--- config.mk ---
export PLATFORM = sky130hd
export DESIGN_NAME = mips_kernel_core_flat
export DESIGN_NICKNAME = d
export VERILOG_FILES = /design/src/rtl/mips_kernel_core_if.sv /design/src/rtl/mips_kernel_core.sv /design/src/flat_wrapper.sv
export SDC_FILE = /design/constraint.sdc
export NUM_CORES = 2
export LEC_CHECK = 0
export BUFFER_PORTS_ARGS = -buffer_cell sky130_fd_sc_hd__buf_4
export CORE_AREA = 8 8 288 500
export DETAILED_ROUTE_END_ITERATION = 8
export DIE_AREA = 0 0 296 508
export GPL_ROUTABILITY_DRIVEN = 1
export PLACE_DENSITY = 0.71
export RECOVER_POWER = 50
export SYNTH_ARGS = -nofsm -noshare
export SYNTH_HDL_FRONTEND = slang
export SYNTH_SLANG_ARGS = --single-unit
--- constraint.sdc ---
create_clock -name CLK -period 16.4 [get_ports CLK]
set_input_delay 1.64 -clock CLK [delete_from_list [all_inputs] [get_ports CLK]]
set_output_delay 1.64 -clock CLK [all_outputs]
set_load 0.01 [all_outputs]
--- src/rtl/mips_kernel_core_if.sv ---
// mips_kernel_core_if: bundles the start/result handshake and the two shared RAM ports of
// mips_kernel_core.
//   master modport: wrapper side (drives READY/ACCEPT and the RAM read data).
//   slave  modport: kernel side (drives VALID/OUT0 and the RAM request/address/write signals).
// Parameters: IMEM_AW (instruction RAM word-address width), DMEM_AW (data RAM word-address width).
interface mips_kernel_core_if #(
    parameter int unsigned IMEM_AW = 6,
    parameter int unsigned DMEM_AW = 7
);
    logic               mips_main_READY;
    logic               mips_main_ACCEPT;
    logic               mips_main_VALID;
    logic [31:0]        mips_main_OUT0;

    logic [31:0]        mem_imem_35_q;
    logic [31:0]        mem_imem_35_d;
    logic [IMEM_AW-1:0] mem_imem_35_addr;
    logic               mem_imem_35_we;
    logic               mem_imem_35_req;

    logic [31:0]        mem_dmem_36_q;
    logic [31:0]        mem_dmem_36_d;
    logic [DMEM_AW-1:0] mem_dmem_36_addr;
    logic               mem_dmem_36_we;
    logic               mem_dmem_36_req;

    modport master (
        output mips_main_READY, mips_main_ACCEPT, mem_imem_35_q, mem_dmem_36_q,
        input  mips_main_VALID, mips_main_OUT0,
        input  mem_imem_35_d, mem_imem_35_addr, mem_imem_35_we, mem_imem_35_req,
        input  mem_dmem_36_d, mem_dmem_36_addr, mem_dmem_36_we, mem_dmem_36_req
    );

    modport slave (
        input  mips_main_READY, mips_main_ACCEPT, mem_imem_35_q, mem_dmem_36_q,
        output mips_main_VALID, mips_main_OUT0,
        output mem_imem_35_d, mem_imem_35_addr, mem_imem_35_we, mem_imem_35_req,
        output mem_dmem_36_d, mem_dmem_36_addr, mem_dmem_36_we, mem_dmem_36_req
    );
endinterface

--- src/rtl/mips_kernel_core.sv ---
// mips_kernel_core: multi-cycle MIPS-I subset interpreter. On a READY pulse it runs the program
// held in the instruction RAM (word-addressed PC from 0) against the data RAM until syscall,
// then presents register $2 on OUT0 with VALID held high until ACCEPT.
// Ports:
//   CLK  - clock, rising edge
//   RST  - synchronous reset, active high; abandons any run and clears all GPRs
//   bus  - mips_kernel_core_if.slave: READY/ACCEPT/VALID/OUT0 handshake, imem and dmem
//          ports (1-cycle registered-read RAMs shared with the wrapper via req)
// Optional build macro: MIPS_MUL_EN enables SPECIAL2 mul (op 1C, funct 02); otherwise that
// encoding executes as a NOP.
module mips_kernel_core #(
    parameter int unsigned IMEM_AW = 6,
    parameter int unsigned DMEM_AW = 7
) (
    input logic             CLK,
    input logic             RST,
    mips_kernel_core_if.slave bus
);

    typedef enum logic [2:0] {
        StIdle, StFetch, StFwait, StExec, StMem, StMwait, StWb, StDone
    } state_e;

    localparam logic [5:0] OpSpecial  = 6'h00;
    localparam logic [5:0] OpJ        = 6'h02;
    localparam logic [5:0] OpJal      = 6'h03;
    localparam logic [5:0] OpBeq      = 6'h04;
    localparam logic [5:0] OpBne      = 6'h05;
    localparam logic [5:0] OpAddiu    = 6'h09;
    localparam logic [5:0] OpSlti     = 6'h0A;
    localparam logic [5:0] OpAndi     = 6'h0C;
    localparam logic [5:0] OpOri      = 6'h0D;
    localparam logic [5:0] OpLui      = 6'h0F;
    localparam logic [5:0] OpSpecial2 = 6'h1C;
    localparam logic [5:0] OpLw       = 6'h23;
    localparam logic [5:0] OpSw       = 6'h2B;

    state_e             state_q;
    logic [IMEM_AW-1:0] pc_q;
    logic [IMEM_AW-1:0] pc_nxt_q;
    logic [31:0]        ir_q;
    logic [31:0]        gpr_q [32];
    logic [31:0]        res_q;
    logic [4:0]         dst_q;
    logic               wen_q;
    logic               is_lw_q;

    logic               valid_q;
    logic [31:0]        out0_q;
    logic               imem_req_q;
    logic [IMEM_AW-1:0] imem_addr_q;
    logic               dmem_req_q;
    logic               dmem_we_q;
    logic [DMEM_AW-1:0] dmem_addr_q;
    logic [31:0]        dmem_d_q;

    // Instruction fields
    logic [5:0]  op, funct;
    logic [4:0]  rs, rt, rd, shamt;
    logic [31:0] rs_v, rt_v, imm_sext, imm_zext, addr_sum;
    logic [IMEM_AW-1:0] pc_inc;

    assign op       = ir_q[31:26];
    assign rs       = ir_q[25:21];
    assign rt       = ir_q[20:16];
    assign rd       = ir_q[15:11];
    assign shamt    = ir_q[10:6];
    assign funct    = ir_q[5:0];
    assign rs_v     = (rs == 5'd0) ? 32'd0 : gpr_q[rs];
    assign rt_v     = (rt == 5'd0) ? 32'd0 : gpr_q[rt];
    assign imm_sext = {{16{ir_q[15]}}, ir_q[15:0]};
    assign imm_zext = {16'd0, ir_q[15:0]};
    assign pc_inc   = pc_q + 1'b1;
    assign addr_sum = rs_v + imm_sext;

    // Byte offset and high address bits of lw/sw are dropped.
    logic unused_addr_bits;
    assign unused_addr_bits = ^{addr_sum[31:DMEM_AW+2], addr_sum[1:0]};

    // Decode / execute
    logic [31:0]        alu_res;
    logic [4:0]         dst;
    logic               wen, is_lw, is_sw, is_halt;
    logic [IMEM_AW-1:0] pc_tgt;

    always_comb begin
        alu_res = 32'd0;
        dst     = rt;
        wen     = 1'b0;
        is_lw   = 1'b0;
        is_sw   = 1'b0;
        is_halt = 1'b0;
        pc_tgt  = pc_inc;
        case (op)
            OpSpecial: begin
                dst = rd;
                wen = 1'b1;
                case (funct)
                    6'h21: alu_res = rs_v + rt_v;
                    6'h23: alu_res = rs_v - rt_v;
                    6'h24: alu_res = rs_v & rt_v;
                    6'h25: alu_res = rs_v | rt_v;
                    6'h26: alu_res = rs_v ^ rt_v;
                    6'h2A: alu_res = {31'd0, $signed(rs_v) < $signed(rt_v)};
                    6'h2B: alu_res = {31'd0, rs_v < rt_v};
                    6'h00: alu_res = rt_v << shamt;
                    6'h02: alu_res = rt_v >> shamt;
                    6'h03: alu_res = $unsigned($signed(rt_v) >>> shamt);
                    6'h08: begin
                        wen    = 1'b0;
                        pc_tgt = rs_v[IMEM_AW+1:2];
                    end
                    6'h0C: begin
                        wen     = 1'b0;
                        is_halt = 1'b1;
                    end
                    default: wen = 1'b0;
                endcase
            end
            OpAddiu: begin wen = 1'b1; alu_res = rs_v + imm_sext; end
            OpAndi:  begin wen = 1'b1; alu_res = rs_v & imm_zext; end
            OpOri:   begin wen = 1'b1; alu_res = rs_v | imm_zext; end
            OpSlti:  begin wen = 1'b1; alu_res = {31'd0, $signed(rs_v) < $signed(imm_sext)}; end
            OpLui:   begin wen = 1'b1; alu_res = {ir_q[15:0], 16'd0}; end
            OpLw:    begin wen = 1'b1; is_lw = 1'b1; end
            OpSw:    is_sw = 1'b1;
            OpBeq:   if (rs_v == rt_v) pc_tgt = pc_inc + imm_sext[IMEM_AW-1:0];
            OpBne:   if (rs_v != rt_v) pc_tgt = pc_inc + imm_sext[IMEM_AW-1:0];
            OpJ:     pc_tgt = ir_q[IMEM_AW-1:0];
            OpJal: begin
                wen     = 1'b1;
                dst     = 5'd31;
                alu_res = {{(30-IMEM_AW){1'b0}}, pc_inc, 2'b00};
                pc_tgt  = ir_q[IMEM_AW-1:0];
            end
`ifdef MIPS_MUL_EN
            OpSpecial2: begin
                if (funct == 6'h02) begin
                    wen     = 1'b1;
                    dst     = rd;
                    alu_res = rs_v * rt_v;
                end
            end
`else
            OpSpecial2: ;
`endif
            default: ;
        endcase
    end

    // Sequencer with registered bus outputs
    always_ff @(posedge CLK) begin
        if (RST) begin
            state_q     <= StIdle;
            pc_q        <= '0;
            pc_nxt_q    <= '0;
            ir_q        <= 32'd0;
            res_q       <= 32'd0;
            dst_q       <= 5'd0;
            wen_q       <= 1'b0;
            is_lw_q     <= 1'b0;
            valid_q     <= 1'b0;
            out0_q      <= 32'd0;
            imem_req_q  <= 1'b0;
            imem_addr_q <= '0;
            dmem_req_q  <= 1'b0;
            dmem_we_q   <= 1'b0;
            dmem_addr_q <= '0;
            dmem_d_q    <= 32'd0;
            for (int i = 0; i < 32; i++) gpr_q[i] <= 32'd0;
        end else begin
            case (state_q)
                StIdle: begin
                    if (bus.mips_main_READY) begin
                        pc_q        <= '0;
                        valid_q     <= 1'b0;
                        imem_req_q  <= 1'b1;
                        imem_addr_q <= '0;
                        state_q     <= StFetch;
                    end
                end
                StFetch: state_q <= StFwait;
                StFwait: begin
                    // RAM registered the read at the end of FETCH; q is valid now.
                    ir_q       <= bus.mem_imem_35_q;
                    imem_req_q <= 1'b0;
                    state_q    <= StExec;
                end
                StExec: begin
                    res_q    <= alu_res;
                    dst_q    <= dst;
                    wen_q    <= wen;
                    is_lw_q  <= is_lw;
                    pc_nxt_q <= pc_tgt;
                    if (is_halt) begin
                        valid_q <= 1'b1;
                        out0_q  <= gpr_q[2];
                        state_q <= StDone;
                    end else if (is_lw || is_sw) begin
                        dmem_req_q  <= 1'b1;
                        dmem_addr_q <= addr_sum[DMEM_AW+1:2];
                        dmem_we_q   <= is_sw;
                        dmem_d_q    <= is_sw ? rt_v : 32'd0;
                        state_q     <= StMem;
                    end else begin
                        state_q <= StWb;
                    end
                end
                StMem: begin
                    // Store strobe lasts exactly one cycle.
                    dmem_we_q <= 1'b0;
                    dmem_d_q  <= 32'd0;
                    if (is_lw_q) begin
                        state_q <= StMwait;
                    end else begin
                        dmem_req_q <= 1'b0;
                        state_q    <= StWb;
                    end
                end
                StMwait: begin
                    res_q      <= bus.mem_dmem_36_q;
                    dmem_req_q <= 1'b0;
                    state_q    <= StWb;
                end
                StWb: begin
                    if (wen_q && (dst_q != 5'd0)) gpr_q[dst_q] <= res_q;
                    pc_q        <= pc_nxt_q;
                    imem_req_q  <= 1'b1;
                    imem_addr_q <= pc_nxt_q;
                    state_q     <= StFetch;
                end
                StDone: begin
                    if (bus.mips_main_ACCEPT) begin
                        valid_q <= 1'b0;
                        state_q <= StIdle;
                    end
                end
                default: state_q <= StIdle;
            endcase
        end
    end

    assign bus.mips_main_VALID  = valid_q;
    assign bus.mips_main_OUT0   = out0_q;
    assign bus.mem_imem_35_d    = 32'd0;
    assign bus.mem_imem_35_we   = 1'b0;
    assign bus.mem_imem_35_addr = imem_addr_q;
    assign bus.mem_imem_35_req  = imem_req_q;
    assign bus.mem_dmem_36_d    = dmem_d_q;
    assign bus.mem_dmem_36_addr = dmem_addr_q;
    assign bus.mem_dmem_36_we   = dmem_we_q;
    assign bus.mem_dmem_36_req  = dmem_req_q;

endmodule

--- src/flat_wrapper.sv ---
// flat-port wrapper written by rule: the top's interface ports become plain ports
module mips_kernel_core_flat 
#(
    parameter int unsigned IMEM_AW = 6,
    parameter int unsigned DMEM_AW = 7
)
  (CLK, RST, bus_mips_main_READY, bus_mips_main_ACCEPT, bus_mem_imem_35_q, bus_mem_dmem_36_q, bus_mips_main_VALID, bus_mips_main_OUT0, bus_mem_imem_35_d, bus_mem_imem_35_addr, bus_mem_imem_35_we, bus_mem_imem_35_req, bus_mem_dmem_36_d, bus_mem_dmem_36_addr, bus_mem_dmem_36_we, bus_mem_dmem_36_req);
  mips_kernel_core_if #(.IMEM_AW(IMEM_AW), .DMEM_AW(DMEM_AW)) bus_i ();
  input logic CLK;
  input logic RST;
  input wire logic [$bits(bus_i.mips_main_READY)-1:0] bus_mips_main_READY;
  input wire logic [$bits(bus_i.mips_main_ACCEPT)-1:0] bus_mips_main_ACCEPT;
  input wire logic [$bits(bus_i.mem_imem_35_q)-1:0] bus_mem_imem_35_q;
  input wire logic [$bits(bus_i.mem_dmem_36_q)-1:0] bus_mem_dmem_36_q;
  output wire logic [$bits(bus_i.mips_main_VALID)-1:0] bus_mips_main_VALID;
  output wire logic [$bits(bus_i.mips_main_OUT0)-1:0] bus_mips_main_OUT0;
  output wire logic [$bits(bus_i.mem_imem_35_d)-1:0] bus_mem_imem_35_d;
  output wire logic [$bits(bus_i.mem_imem_35_addr)-1:0] bus_mem_imem_35_addr;
  output wire logic [$bits(bus_i.mem_imem_35_we)-1:0] bus_mem_imem_35_we;
  output wire logic [$bits(bus_i.mem_imem_35_req)-1:0] bus_mem_imem_35_req;
  output wire logic [$bits(bus_i.mem_dmem_36_d)-1:0] bus_mem_dmem_36_d;
  output wire logic [$bits(bus_i.mem_dmem_36_addr)-1:0] bus_mem_dmem_36_addr;
  output wire logic [$bits(bus_i.mem_dmem_36_we)-1:0] bus_mem_dmem_36_we;
  output wire logic [$bits(bus_i.mem_dmem_36_req)-1:0] bus_mem_dmem_36_req;
  assign bus_i.mips_main_READY = bus_mips_main_READY;
  assign bus_i.mips_main_ACCEPT = bus_mips_main_ACCEPT;
  assign bus_i.mem_imem_35_q = bus_mem_imem_35_q;
  assign bus_i.mem_dmem_36_q = bus_mem_dmem_36_q;
  assign bus_mips_main_VALID = bus_i.mips_main_VALID;
  assign bus_mips_main_OUT0 = bus_i.mips_main_OUT0;
  assign bus_mem_imem_35_d = bus_i.mem_imem_35_d;
  assign bus_mem_imem_35_addr = bus_i.mem_imem_35_addr;
  assign bus_mem_imem_35_we = bus_i.mem_imem_35_we;
  assign bus_mem_imem_35_req = bus_i.mem_imem_35_req;
  assign bus_mem_dmem_36_d = bus_i.mem_dmem_36_d;
  assign bus_mem_dmem_36_addr = bus_i.mem_dmem_36_addr;
  assign bus_mem_dmem_36_we = bus_i.mem_dmem_36_we;
  assign bus_mem_dmem_36_req = bus_i.mem_dmem_36_req;
  mips_kernel_core #(.IMEM_AW(IMEM_AW), .DMEM_AW(DMEM_AW)) u_core (.CLK(CLK), .RST(RST), .bus(bus_i));
endmodule
==> results.md <==
- Status: finished with violations
- Violated checks: capacitance limit, slew limit
- Synth area leaders: edfxtp_1 41%, mux4_2 13%, and2_1 8.5%
- Pint: 6220 µW
- Clk_skew: 56.3 ps
- Worst-Skew Late Latency: between 700 and 800 ps
- Crit. End Element: flip-flop
- Sequential area share after synthesis: 0.456
- Die Footprint: 150,000 µm²
- Share of power burned in registers: 0.328
- Terminus of the critical flop-to-flop path: u_core.res_q[29]
- Drt first pass iters: 9
- Global Route Usage Sum: 0.460
- WP data required: 16,850 ps
- CTS clk-pin slew, worst paths: roughly 60 ps
- Core footprint: 137,000 µm²
- Final WS setup: 3970 ps
- Filler cells: 11.3k
- Total CTS buffers: around 110
- CP Max Fanout: 34
- Slew headroom: -2.66
- DP HPWL: 233,000 µm
- Root buffer cell: clkbuf_16
- Post-synth EDFFs: 1,024
- Reg2Reg Depth: 20
- Place WS: 8260 ps
- Comb pwr share: 0.428
- CTS tree: yes
- Most frequent cell after synthesis: edfxtp_1
- Min-delay worst type: flip-flop to flip-flop
- Synth area leader: edfxtp_1
- Synth top area share: 0.411
- Post_cts resized: 0
- Depth of the CTS H-tree: 3
- Total Wirelength: roughly 350,000 µm
- GRT overflow: 0
- Post-layout minimum cycle time: 12,430 ps
- Final setup violation count: 0
- Vias per cell: 7.53
- Kind of critical path: input port to flip-flop
- Total power: 10,900 µW
- Initial DRC count: between 9k and 10k
- Post-route cell area: 81,400 µm²
- Via count: 63.1k
- CTS Buffer Depth: 3
- Arrival time worst endpoint: 12,870 ps
- Nets: 6,696
- Synth Instances: 6,497
- Clock sink total: 1,195
- Hold path startpoint: u_core.bus.mips_main_OUT0[0]
- First-pass GRT wire length: 479,000 µm
- CTS Hold Bufs: 0
- Initial core utilization: 0.547
- # IOs: ~180
- Max cap viols: 54
- Cell count of the worst hold path: 2
- Area Growth Syn to Fin: 8.70%
- Worst Hold End: u_core.bus.mips_main_OUT0[0]
- Lkg Pwr: between 0.02 and 0.03 µW
- Total setup buffers inserted after CTS: 0
- Setup tns final: 0 ps
- Crit share post-route: 0.758
- Final hold violation count: 0
- # port buffers: 148
- Slew at the pin closest to its max-slew limit: 5430 ps
- Ys flop type: edfxtp_1
- Avg WL per Cell: roughly 42 µm
- CP Launch Type: input port
- Cell Area, Synth: 74,900 µm²
- Synth Area per Inst: 11.5 µm²
- Die X-Extent: 296 µm
- Largest net degree at the start of global routing: 120
- FP Rows: 180
- Final GP Congestion: approximately 1.1
- Fmax: 80.5 MHz
- Worst vdd ir: 0.000113 V
- Register bit count reported by yosys: between 1k and 1.5k
- Hold slack: 456 ps
- Detail Route Antenna Nets: 0
- Clock power frac: 0.244
- Max-slew violation count: 1,545
- DP Area: between 70,000 and 80,000 µm²
- Synth cell count leaders: 1,024 x edfxtp_1, 1,015 x and2_1, 445 x mux4_2, 422 x clkbuf_1, 372 x nand2_1
- Vias in the first global route: 61.9k
- RSZ-0062 raised after global routing: false
- Drt drc: 0
- Die Height: 508 µm
- PwrDens: 134 nW/µm²
- Post-synth cell types: 103
- Switching part of the total: 0.429
- FFs w/ async S/R, synth: 0
- Synth warn: 0
- Initial antenna violation count: 41
- P_sw: roughly 4700 µW
- Fraction of layout cells with a size suffix above 1: 0.162
- Reg2Reg Setup Slack: ~5200 ps
==> per-layer routing <==
metal  vias to the layer above  share of wire  wire length [µm]  track usage
li1                      24300              -                 -            -
met1                     30700           0.29            103000        0.478
met2                      5750           0.45            160000        0.714
met3                      2245           0.12             43900        0.145
met4                        20           0.13             45200        0.464
met5                         -        0.00062               219      0.00692
==> cells in the final DEF, fill, tap and decap left out, types with 148 or more instances in the layout <==
cell type	netlist	layout
nor2_1	361	327
and2_0	1	216
buf_4	66	251
mux4_2	445	445
and2_1	1015	798
edfxtp_1	1024	1024
mux2i_1	367	366
ha_1	189	189
a21oi_1	269	268
nand2_1	372	370
clkbuf_1	422	148
dfxtp_1	171	157
a22oi_1	206	206
inv_1	155	153
==> stage by stage <==
step / util / std cells
3_3_place_gp: 0.571 / 8136
3_5_place_dp: 0.571 / 8136
6_report: 0.595 / 8379
4_1_cts: 0.598 / 8342
5_1_grt: 0.594 / 8351
2_1_floorplan: - / 6561
==> power by group through the flow <==
| stage | logic, µW | registers, µW | clock network (µW) |
|---|---|---|---|
| 6_report | 4670 | 3570 | 2660 |
| 5_1_grt | 4720 | 3570 | 2750 |
| 4_1_cts | 4360 | 3550 | 2650 |
| 3_5_place_dp | 4340 | 3620 | 0 |
| 3_3_place_gp | 4340 | 3610 | 0 |
| 2_1_floorplan | 2630 | 3520 | 0 |
==> kinds of logic (layout without fill, tap and decap cells) <==
| kind of cell | Yosys count | in the layout | share of synthesized area |
|---|---|---|---|
| muxes | 840 | 840 | 0.187 |
| other | 1 | 94 | 0.0000501 |
| adders and majority gates | 194 | 194 | 0.0328 |
| AOI/OAI and AO/OA | 1241 | 1241 | 0.114 |
| and+or+nand+nor | 2188 | 2188 | 0.157 |
| DFF | 1195 | 1195 | 0.456 |
| xor gates and xnor gates | 63 | 63 | 0.00737 |
| buffers and inverters | 775 | 744 | 0.0450 |
==> flip-flops by register name, summed over array words and instances, names as in the netlist, named ones only <==
| register | flops |
|---|---|
| u_core.gpr_q | 1024 |
| u_core.bus.mem_dmem_36_d | 32 |
| u_core.bus.mips_main_OUT0 | 32 |
| u_core.ir_q | 32 |
| u_core.res_q | 32 |
| u_core.bus.mem_dmem_36_addr | 7 |
| u_core.pc_nxt_q | 6 |
| u_core.pc_q | 6 |
| u_core.dst_q | 5 |
| u_core.state_q | 3 |
| u_core.bus.mem_dmem_36_req | 1 |
| u_core.bus.mem_dmem_36_we | 1 |
| u_core.bus.mem_imem_35_req | 1 |
| u_core.bus.mips_main_VALID | 1 |
| u_core.is_lw_q | 1 |
| u_core.wen_q | 1 |
==> worst max-delay path: stages <==
cell        delay [ps]
clkbuf_1          2450
clkinvlp_2        2580
nand3_1            670
nor2_1              70
nand2_1             70
clkbuf_1          1390
o21ai_0           2720
buf_4             1040
==> area by class of cell <==
class	count	area [µm²]	share of cell area
Antenna cell	29	72.6	0.000891
Clock buffer	144	2930	0.0359
Clock inverter	62	678	0.00833
Inverter	158	594	0.00730
Multi-Input combinational cell	4591	38200	0.469
Sequential cell	1195	34200	0.420
Tap cell	1820	2280	0.0280
Timing Repair Buffer	380	2460	0.0302
==> how the worst max path moves through the flow <==
stage / from / to / slack (ps) / depth (start not counted)
floorplan: flip-flop / u_core.res_q[30] / 10020 / 26
global placement: flip-flop / u_core.res_q[31] / 8160 / 20
detailed placement: flip-flop / u_core.res_q[31] / 8260 / 20
CTS: flip-flop / u_core.res_q[0] / 8200 / 19
global route: RST / u_core.gpr_q[14][11] / 4740 / 8
finish: RST / u_core.gpr_q[14][25] / 3970 / 8
Note: power is estimated with default switching activity, not from simulation.
